File: src/rtl/axis_uart_rx_fifo.sv
// rtl/axis_uart_rx_fifo.sv - oversampling UART receiver with parity/framing flags feeding an AXI-Stream FIFO
// Received words are held in a first-word-fallthrough FIFO; {frame_err, parity_err} ride in m_axis_user.
module axis_uart_rx_fifo #(
  parameter int CLK_FREQ   = 50_000_000,
  parameter int BAUD       = 115200,
  parameter int OVERSAMPLE = 16,
  parameter int DATA_BITS  = 8,
  parameter int PARITY     = 1,
  parameter int STOP_BITS  = 1,
  parameter int FIFO_DEPTH = 16
) (
  input  logic                          clk,
  input  logic                          rst,
  input  logic                          rx,
  output logic [DATA_BITS-1:0]          m_axis_data,
  output logic [1:0]                    m_axis_user,
  output logic                          m_axis_valid,
  input  logic                          m_axis_ready,
  output logic [$clog2(FIFO_DEPTH):0]   fifo_count,
  output logic                          overrun,
  output logic                          rx_busy
);

  localparam int TICK_DIV = CLK_FREQ / (BAUD * OVERSAMPLE);
  localparam int TW  = (TICK_DIV > 1) ? $clog2(TICK_DIV) : 1;
  localparam int SCW = $clog2(OVERSAMPLE);
  localparam int AW  = $clog2(FIFO_DEPTH);
  localparam int CW  = AW + 1;
  localparam int WW  = DATA_BITS + 2;

  localparam logic [TW-1:0]  TICK_LAST = TW'(TICK_DIV - 1);
  localparam logic [SCW-1:0] SC_HALF   = SCW'(OVERSAMPLE / 2 - 1);
  localparam logic [SCW-1:0] SC_FULL   = SCW'(OVERSAMPLE - 1);
  localparam logic [3:0]     BC_DATA   = 4'(DATA_BITS - 1);
  localparam logic [3:0]     BC_STOP   = 4'(STOP_BITS - 1);
  localparam logic [CW-1:0]  CNT_FULL  = CW'(FIFO_DEPTH);

  localparam logic [2:0] S_IDLE  = 3'd0;
  localparam logic [2:0] S_START = 3'd1;
  localparam logic [2:0] S_DATA  = 3'd2;
  localparam logic [2:0] S_PAR   = 3'd3;
  localparam logic [2:0] S_STOP  = 3'd4;
  localparam logic [2:0] S_PUSH  = 3'd5;
  localparam logic [2:0] S_BREAK = 3'd6;

  logic                 sync1_q, sync1_d, rx_s_q, rx_s_d;
  logic [TW-1:0]        tcnt_q, tcnt_d;
  logic [2:0]           state_q, state_d;
  logic [SCW-1:0]       sc_q, sc_d;
  logic [3:0]           bc_q, bc_d;
  logic [DATA_BITS-1:0] shift_q, shift_d;
  logic                 perr_q, perr_d, ferr_q, ferr_d;
  logic                 tick, clr_tick, push;

  logic [WW-1:0]        mem_q [FIFO_DEPTH];
  logic [AW-1:0]        wr_ptr_q, wr_ptr_d, rd_ptr_q, rd_ptr_d;
  logic [CW-1:0]        count_q, count_d;
  logic                 overrun_q, overrun_d;
  logic                 pop, push_ok;

  assign sync1_d = rx;
  assign rx_s_d  = sync1_q;
  assign tick    = (tcnt_q == TICK_LAST);

  always_comb begin
    tcnt_d = tick ? '0 : tcnt_q + 1'b1;
    if (clr_tick) tcnt_d = '0;
  end

  always_comb begin
    state_d  = state_q;
    sc_d     = sc_q;
    bc_d     = bc_q;
    shift_d  = shift_q;
    perr_d   = perr_q;
    ferr_d   = ferr_q;
    push     = 1'b0;
    clr_tick = 1'b0;
    case (state_q)
      S_IDLE: begin
        if (!rx_s_q) begin
          state_d  = S_START;
          sc_d     = '0;
          clr_tick = 1'b1;
        end
      end
      S_START: begin
        if (tick) begin
          if (sc_q == SC_HALF) begin
            sc_d    = '0;
            bc_d    = '0;
            perr_d  = 1'b0;
            ferr_d  = 1'b0;
            state_d = rx_s_q ? S_IDLE : S_DATA;
          end else begin
            sc_d = sc_q + 1'b1;
          end
        end
      end
      S_DATA: begin
        if (tick) begin
          if (sc_q == SC_FULL) begin
            sc_d    = '0;
            shift_d = {rx_s_q, shift_q[DATA_BITS-1:1]};
            if (bc_q == BC_DATA) begin
              bc_d    = '0;
              state_d = (PARITY != 0) ? S_PAR : S_STOP;
            end else begin
              bc_d = bc_q + 1'b1;
            end
          end else begin
            sc_d = sc_q + 1'b1;
          end
        end
      end
      S_PAR: begin
        if (tick) begin
          if (sc_q == SC_FULL) begin
            sc_d    = '0;
            perr_d  = (PARITY == 1) ? (^shift_q ^ rx_s_q) : ~(^shift_q ^ rx_s_q);
            state_d = S_STOP;
          end else begin
            sc_d = sc_q + 1'b1;
          end
        end
      end
      S_STOP: begin
        if (tick) begin
          if (sc_q == SC_FULL) begin
            sc_d = '0;
            if (!rx_s_q) ferr_d = 1'b1;
            // Leave at the mid-stop sample so a back-to-back start edge is not missed
            if (bc_q == BC_STOP) state_d = S_PUSH;
            else bc_d = bc_q + 1'b1;
          end else begin
            sc_d = sc_q + 1'b1;
          end
        end
      end
      S_PUSH: begin
        push    = 1'b1;
        state_d = ferr_q ? S_BREAK : S_IDLE;
      end
      S_BREAK: begin
        if (rx_s_q) state_d = S_IDLE;
      end
      default: state_d = S_IDLE;
    endcase
  end

  assign m_axis_valid = (count_q != '0);
  assign pop          = m_axis_valid & m_axis_ready;
  assign push_ok      = push & ((count_q != CNT_FULL) | pop);

  always_comb begin
    wr_ptr_d  = push_ok ? wr_ptr_q + 1'b1 : wr_ptr_q;
    rd_ptr_d  = pop ? rd_ptr_q + 1'b1 : rd_ptr_q;
    overrun_d = push & ~push_ok;
    count_d   = count_q;
    if (push_ok && !pop) count_d = count_q + 1'b1;
    else if (!push_ok && pop) count_d = count_q - 1'b1;
  end

  always_ff @(posedge clk) begin
    if (rst) begin
      sync1_q   <= 1'b1;
      rx_s_q    <= 1'b1;
      tcnt_q    <= '0;
      state_q   <= S_IDLE;
      sc_q      <= '0;
      bc_q      <= '0;
      shift_q   <= '0;
      perr_q    <= 1'b0;
      ferr_q    <= 1'b0;
      wr_ptr_q  <= '0;
      rd_ptr_q  <= '0;
      count_q   <= '0;
      overrun_q <= 1'b0;
    end else begin
      sync1_q   <= sync1_d;
      rx_s_q    <= rx_s_d;
      tcnt_q    <= tcnt_d;
      state_q   <= state_d;
      sc_q      <= sc_d;
      bc_q      <= bc_d;
      shift_q   <= shift_d;
      perr_q    <= perr_d;
      ferr_q    <= ferr_d;
      wr_ptr_q  <= wr_ptr_d;
      rd_ptr_q  <= rd_ptr_d;
      count_q   <= count_d;
      overrun_q <= overrun_d;
    end
  end

  always_ff @(posedge clk) begin
    if (push_ok) mem_q[wr_ptr_q] <= {ferr_q, perr_q, shift_q};
  end

  // Storage is not reset, so gate the read port to keep outputs at 0 while empty
  assign m_axis_data = m_axis_valid ? mem_q[rd_ptr_q][DATA_BITS-1:0] : '0;
  assign m_axis_user = m_axis_valid ? mem_q[rd_ptr_q][WW-1:DATA_BITS] : 2'b00;
  assign fifo_count  = count_q;
  assign overrun     = overrun_q;
  assign rx_busy     = (state_q != S_IDLE);

endmodule

File: config.mk
export PLATFORM = sky130hd
export DESIGN_NAME = axis_uart_rx_fifo
export DESIGN_NICKNAME = d
export VERILOG_FILES = /design/src/rtl/axis_uart_rx_fifo.sv
export SDC_FILE = /design/constraint.sdc
export NUM_CORES = 1
export LEC_CHECK = 0
export ABC_CLOCK_PERIOD_IN_PS = 3150
export CAP_MARGIN = 20
export CORE_MARGIN = 3
export CORE_UTILIZATION = 61
export DETAILED_ROUTE_END_ITERATION = 7
export GPL_TIMING_DRIVEN = 0
export MAX_ROUTING_LAYER = met4
export PLACE_DENSITY_LB_ADDON = 0.12
export SYNTH_ARGS = -nofsm -noshare
export SYNTH_HDL_FRONTEND = slang
export SYNTH_SLANG_ARGS = --single-unit
File: constraint.sdc
create_clock -name clk -period 3.15 [get_ports clk]
set_input_delay 0.7875 -clock clk [delete_from_list [all_inputs] [get_ports clk]]
set_output_delay 0.7875 -clock clk [all_outputs]
set_load 0.01 [all_outputs]
==> impl_metrics.ini, run 1 <==
[placement]
gp_congestion = 0.941
preCtsSetupSlack_ns = -0.475
port_buffers = 21
dpl.cell_count = 724
hpwl_microns = 11200

[global_route]
grt_pass1_vias = 4878
grt_overflow = 0
grt_max_degree = 20
grt_antenna_before_repair = 1
track_usage = 0.247
grt_pass1_wl_microns = 28800

[timing]
min_period_over_period = 1.04
tightest_slew_ns = 0.989
hold_viol = 0
timing.final.crit_period_ns = 3.29
rsz0062_at_grt = yes
fmax_mhz = 304
report.final.slew_viol_count = 0
setup_ws_ns = -0.137
fin_worst_skew_ns = 0.00625
max-slew-margin-rel = 0.338
setup_viol = 10
tns_ns = -1.22

[route]
drc = 0
first_pass_iters = 7
drt-wirelength-per-cell_microns = 23.8
num_vias = 4831
drt-vias-per-instance = 6.27
ant_nets = 0
drt_iter0_drc = 402
routed_wl_microns = 18400

[setup_path]
critPathArrivalTime_ns = 2.50
critPathKind = register to output port
r2r-end = fifo_count[4]
cp_num_buf_inv = 4
cp.required_ns = 2.36
critPathMostFrequentCell = mux4_2
critPathMaxFanout = 8
end_kind = output port
cpMaxStageDelayCell = mux4_2
r2r_start = fifo_count[1]
reg2reg_setup_slack_ns = 0.23
critPathMaxStageDelay_ns = 0.53
worst_r2r_path_depth = 11
worstSetupEndpoint = m_axis_user[1]
path_depth = 7
path_cells = buf_8 > buf_12 > buf_4 > mux4_2 > mux4_2 > and2_4 > buf_6
critPathTopFamily = multiplexers
startpoint_type = register

[layout]
final_nets = 600
fill_cells = 834
instances_no_fill = 771
syn2layout_area_growth_pct = 14.8
multi_input_area_sq_um = 2710
layout-drive-gt1-share = 0.226
ff_latch_area_sq_um = 5730

[clocking]
cts_tree = done
cts_root_buffer = clkbuf_16
cts_buffer_depth = 3
ctsHtreeMaxLevel = 1
hold_buffers = 0
cts_made_buffers = 21
clock_latency_ns = 0.48
numClockSinks = 206
clkTransAtPathRegs_ns = 0.06

[synth]
synth-async-reset-ratio = 0
synth-edff-count = 160
ys_ff_latch = 206
synth.avg_cell_area_sq_um = 16.4
netlist_area_sq_um = 8630
ys_seq_area_frac = 0.663
synth_nets = 546
synth_cell_types = 48
syn_inst = 527
yosysWarnings = 0
synth-main-ff-cell = edfxtp_1

[pwr]
leakage_uw = 0.00333
ir_drop_mv = 0.530
powerDensity_nw_per_um2 = 752
power.total_uw = 7450

[min_path]
min-delay-path-class = register to register

[floorplan]
fp.dieW_microns = 125
start_util = 0.637
core-area_sq_um = 13600
ioPinCount = 22
die_h_microns = 125
placement_rows = 42
fp.dieArea_sq_um = 15600

[outcome]
status = finished with violations
violations = negative setup slack

[flow_run]
max_cap_violations = 0
worst min-delay path by stage:
stage / startpoint / end / slack, ns / depth (start not counted)
finish: rx_s_d / rx_s_q / 0.42 / 1
global route: rx_s_d / rx_s_q / 0.42 / 1
CTS: rx_s_d / rx_s_q / 0.42 / 1
detailed placement: rx_s_d / rx_s_q / 0.40 / 1
global placement: rx_s_d / rx_s_q / 0.40 / 1
floorplan: rx_s_d / rx_s_q / 0.39 / 1
final cells by class:
cell class                 instances  area share
antenna                            1    0.000253
clock inverter                     7      0.0111
tap                              176      0.0222
inverter                           9     0.00341
sequential                       206       0.578
buffer                            28      0.0197
timing repair buffer              32      0.0306
clock buffer                      29      0.0611
multi-input combinational        283       0.274
power breakdown:
group          switching (uW)  total, uW  internal, uW
registers                89.2       3050          2960
clock network             955       2540          1580
logic                     863       1870          1010
kinds of logic (layout without fill, tap and decap cells):
kind of cell	count (synthesis)	in the layout	share of synthesized area
adders and majority gates	15	15	0.0226
and+or+nand+nor	132	132	0.0773
AOI/OAI and AO/OA	52	52	0.0373
buffers and inverters	38	105	0.0219
other	0	1	0
muxes	63	63	0.155
xor gates and xnor gates	21	21	0.0229
DFF	206	206	0.663
cells in the final DEF, fill, tap and decap left out, types with 7 or more instances in the layout:
| master | count |
|---|---|
| inv_1 | 9 |
| clkbuf_16 | 21 |
| ha_1 | 13 |
| buf_4 | 7 |
| buf_2 | 11 |
| mux2i_1 | 13 |
| clkbuf_1 | 15 |
| xnor2_1 | 10 |
| edfxtp_1 | 160 |
| nand3_1 | 11 |
| dfxtp_1 | 45 |
| nor2_1 | 50 |
| xor2_1 | 10 |
| mux4_2 | 47 |
| a21oi_1 | 22 |
| nand2_1 | 13 |
| nand2b_1 | 7 |
| clkdlybuf4s50_1 | 11 |
| o21ai_0 | 11 |
registers in the layout, summed over array words and instances, names as in the netlist, named ones only:
name / flops
mem_q: 160
shift_q: 8
fifo_count: 5
tcnt_q: 5
bc_q: 4
rd_ptr_q: 4
sc_q: 4
wr_ptr_q: 4
state_q: 3
ferr_q: 1
overrun: 1
perr_q: 1
rx_s_d: 1
rx_s_q: 1
metrics by stage:
step	hold slack, ns	utilization	area, sq um
finish	0.415	0.731	9910
global route	0.425	0.731	9910
CTS	0.420	0.727	9860
detailed placement	0.403	0.670	9080
global placement	0.401	0.668	9060
floorplan	0.389	-	8630
synth_stat cells, drive strengths merged, types with 2 or more instances:
library cell  count  area, sq um
mux2i            13          130
buf              12         91.3
a31oi             4         31.3
o21ai            11         55.1
nor4b             2         17.5
o211ai            3         27.5
nand2            13         48.8
a22oi             2         15.0
nor3b             2         15.0
or3               6         37.5
nand4             2         12.5
a21o              2         15.0
nor2             50          188
nor2b             4         25.0
a21oi            22          110
nor4              3         18.8
nand3b            2         15.0
dfxtp            46          921
nand3            11         55.1
ha               14          175
mux4             50         1200
a311oi            3         26.3
nand2b            8         50.1
nor3             10         50.1
and2             11         68.8
clkbuf           17         63.8
xor2             10         87.6
inv               9         33.8
or2               4         25.0
xnor2            10         87.6
edfxtp          160         4800
metal layers:
metal / GRT usage / wire [microns] / up-vias
met3: 0.0328 / 1040 / 25
met1: 0.328 / 7390 / 2472
met5: - / 0 / -
met4: 0.0625 / 314 / 0
li1: - / - / 2143
met2: 0.414 / 9630 / 191
what timing repair did:
action / 4_1_cts / 5_1_grt
setup buffers: 9 / 1
pin swaps: 5 / 2
setup endpoints to repair: 12 / 12
gates resized for setup: 82 / 6
No activity file was read; power rests on OpenSTA's default activity.
==> inputs of run 2 (changes only) <==
--- a/config.mk
+++ b/config.mk
@@ -10,9 +10,11 @@
 export CORE_MARGIN = 3
 export CORE_UTILIZATION = 61
 export DETAILED_ROUTE_END_ITERATION = 7
+export DONT_BUFFER_PORTS = 1
 export GPL_TIMING_DRIVEN = 0
+export HOLD_SLACK_MARGIN = 0.02
 export MAX_ROUTING_LAYER = met4
-export PLACE_DENSITY_LB_ADDON = 0.12
+export PLACE_DENSITY = 0.77
 export SYNTH_ARGS = -nofsm -noshare
 export SYNTH_HDL_FRONTEND = slang
 export SYNTH_SLANG_ARGS = --single-unit
==> run 2 against run 1 <==
  * The flow still finishes with violations (negative setup slack)
  * Largest cell class unchanged
  * Largest power group unchanged
  * Highest routed layer unchanged
  * Fmax grew 3.3%
  * Cell area down 2.9%
  * Combinational power shrank 12%
  * Critical path depth shrank 2
  * Sequential share of layout area rose by 1.7 points
  * Die area unchanged
  * Via count down 3.8%
  * Setup slack better by 0.11 ns
==> impl_metrics.ini, run 2 (same netlist as run 1, synthesis figures left out) <==
[outcome]
status = finished with violations
violations = negative setup slack

[setup_path]
critPathMaxStageDelay_ns = 0.54
critPathKind = register to output port
critPathMaxFanout = 8
r2r_start = state_q[2]
cp.required_ns = 2.36
r2r-end = fifo_count[4]
path_cells = buf_12 > clkbuf_16 > mux4_2 > mux4_2 > and2_4
critPathMostFrequentCell = mux4_2
reg2reg_setup_slack_ns = 0.18
cpMaxStageDelayCell = mux4_2
startpoint_type = register
critPathArrivalTime_ns = 2.39
worst_r2r_path_depth = 11
end_kind = output port

[floorplan]
fp.dieW_microns = 125
core-area_sq_um = 13600
die_h_microns = 125
placement_rows = 42
ioPinCount = 22
start_util = 0.637
fp.dieArea_sq_um = 15600

[layout]
mostFrequentLayoutCells = edfxtp_1 (160), nor2_1 (50), mux4_2 (46)
reg_top3 = mem_q x160, shift_q x8
mostFrequentLayoutCell = edfxtp_1
top_register = mem_q
antenna_cells = 0
final_nets = 572
syn2layout_area_growth_pct = 11.4
final_util = 0.709
largest_register_ffs = 160
layout-drive-gt1-share = 0.203
fin_area_sq_um = 9620

[pwr]
ir_drop_mv = 0.358
power_frac_clock = 0.325
p_switching_uw = 1850
leakage_uw = 0.00318
p_sw_frac = 0.265
p_int_uw = 5130
comb_power_share = 0.237
sequentialPowerShare = 0.438
powerDensity_nw_per_um2 = 725

[timing]
report.final.slew_viol_count = 0
hold_viol = 0
fmax_mhz = 314
min_period_over_period = 1.01
max-slew-margin-rel = 0.320
setup_ws_ns = -0.0311
fin_worst_skew_ns = 0.0147
timing.final.crit_period_ns = 3.18
rsz0062_at_grt = yes
setup_viol = 4
whs_ns = 0.407
tightest_slew_ns = 1.02
tns_ns = -0.0704

[route]
num_vias = 4647
drt-wirelength-per-cell_microns = 23.8
drt-vias-per-instance = 6.25
first_pass_iters = 5
drc = 0
drt_iter0_drc = 613
routed_wl_microns = 17700
ant_nets = 0

[global_route]
grt_max_degree = 20
grt_pass1_wl_microns = 27400
grt_overflow = 0
grt_antenna_before_repair = 0
track_usage = 0.233
grt_pass1_vias = 4713

[placement]
place_area_sq_um = 8870
gp_congestion = 0.922
port_buffers = 0
hpwl_microns = 10900

[clocking]
cts_root_buffer = clkbuf_16
cts_buffer_depth = 3
clkTransAtPathRegs_ns = 0.06
numClockSinks = 206
clock_latency_ns = 0.48
ctsHtreeMaxLevel = 1
hold_buffers = 0
cts_made_buffers = 21
cts_tree = done

[min_path]
min-delay-path-class = primary input to register
hp-start = rx
hold_path_depth = 1
whs_endpoint = rx_s_d

[flow_run]
max_cap_violations = 0
==> run 2: cell types whose count changed in the layout (fill, tap and decap cells not counted), sizes merged <==
cell / before / now
bufinv: 3 / 1
clkdlybuf4s50: 11 / 0
clkinvlp: 0 / 2
clkinv: 4 / 5
inv: 9 / 10
buf: 32 / 13
diode: 1 / 0
clkbuf: 46 / 47
==> run 2: metal layers <==
layer,up-vias,GRT usage,share of wire
li1,2089,-,-
met1,2323,0.311,0.40
met2,200,0.390,0.50
met3,35,0.0409,0.076
met4,0,0.0440,0.022
met5,-,-,0
==> run 2: worst max-delay path: cells and delay by family (launching register included) <==
kind / cells / cell delay, ns
flip-flops: 1 / 0.34
AND/OR/NAND/NOR: 1 / 0.19
multiplexers: 2 / 1.04
buffers and inverters: 2 / 0.34
==> run 2: layout make-up <==
cell class	instances	area (sq um)
Multi-Input combinational cell	283	2720
Inverter	9	33.8
Fill cell	852	3940
Clock inverter	9	71.3
Buffer	28	199
Tap cell	176	220
Timing Repair Buffer	4	100
Clock buffer	28	552
Sequential cell	206	5730
==> run 2: power by group through the flow <==
stage                     sequential [uW]  combinational (uW)  clock [uW]
after floorplan                      3080                1070           0
final                                3050                1650        2270
after global routing                 3070                1790        2420
after detailed placement             3100                1360           0
after CTS                            3040                1420        2310
after global placement               3090                1310           0
==> run 2: worst max path at each step <==
stage                        from        endpoint  slack (ns)  cells past startpoint
finish                   register  m_axis_data[3]       -0.03                      5
CTS                      register  m_axis_data[2]       -0.07                      5
global placement    fifo_count[0]   fifo_count[4]       -0.03                     11
global route             register  m_axis_data[3]       -0.08                      5
floorplan            m_axis_ready   fifo_count[4]        0.38                     10
detailed placement  fifo_count[0]   fifo_count[4]       -0.05                     11
==> run 2: repair_timing <==
| action | 4_1_cts | 5_1_grt |
|---|---|---|
| buffers inserted | 0 | 0 |
| cloned | 0 | 4 |
| endpoints found under the setup margin | 11 | 11 |
| gates resized for setup | 19 | 27 |
==> run 2: metrics by stage <==
| step | total power, uW | setup WS (ns) | instances |
|---|---|---|---|
| 2_1_floorplan | 4140 | 0.378 | 527 |
| 3_3_place_gp | 4400 | -0.0320 | 703 |
| 3_5_place_dp | 4450 | -0.0466 | 703 |
| 4_1_cts | 6770 | -0.0726 | 739 |
| 5_1_grt | 7270 | -0.0803 | 743 |
| 6_report | 6980 | -0.0311 | 743 |
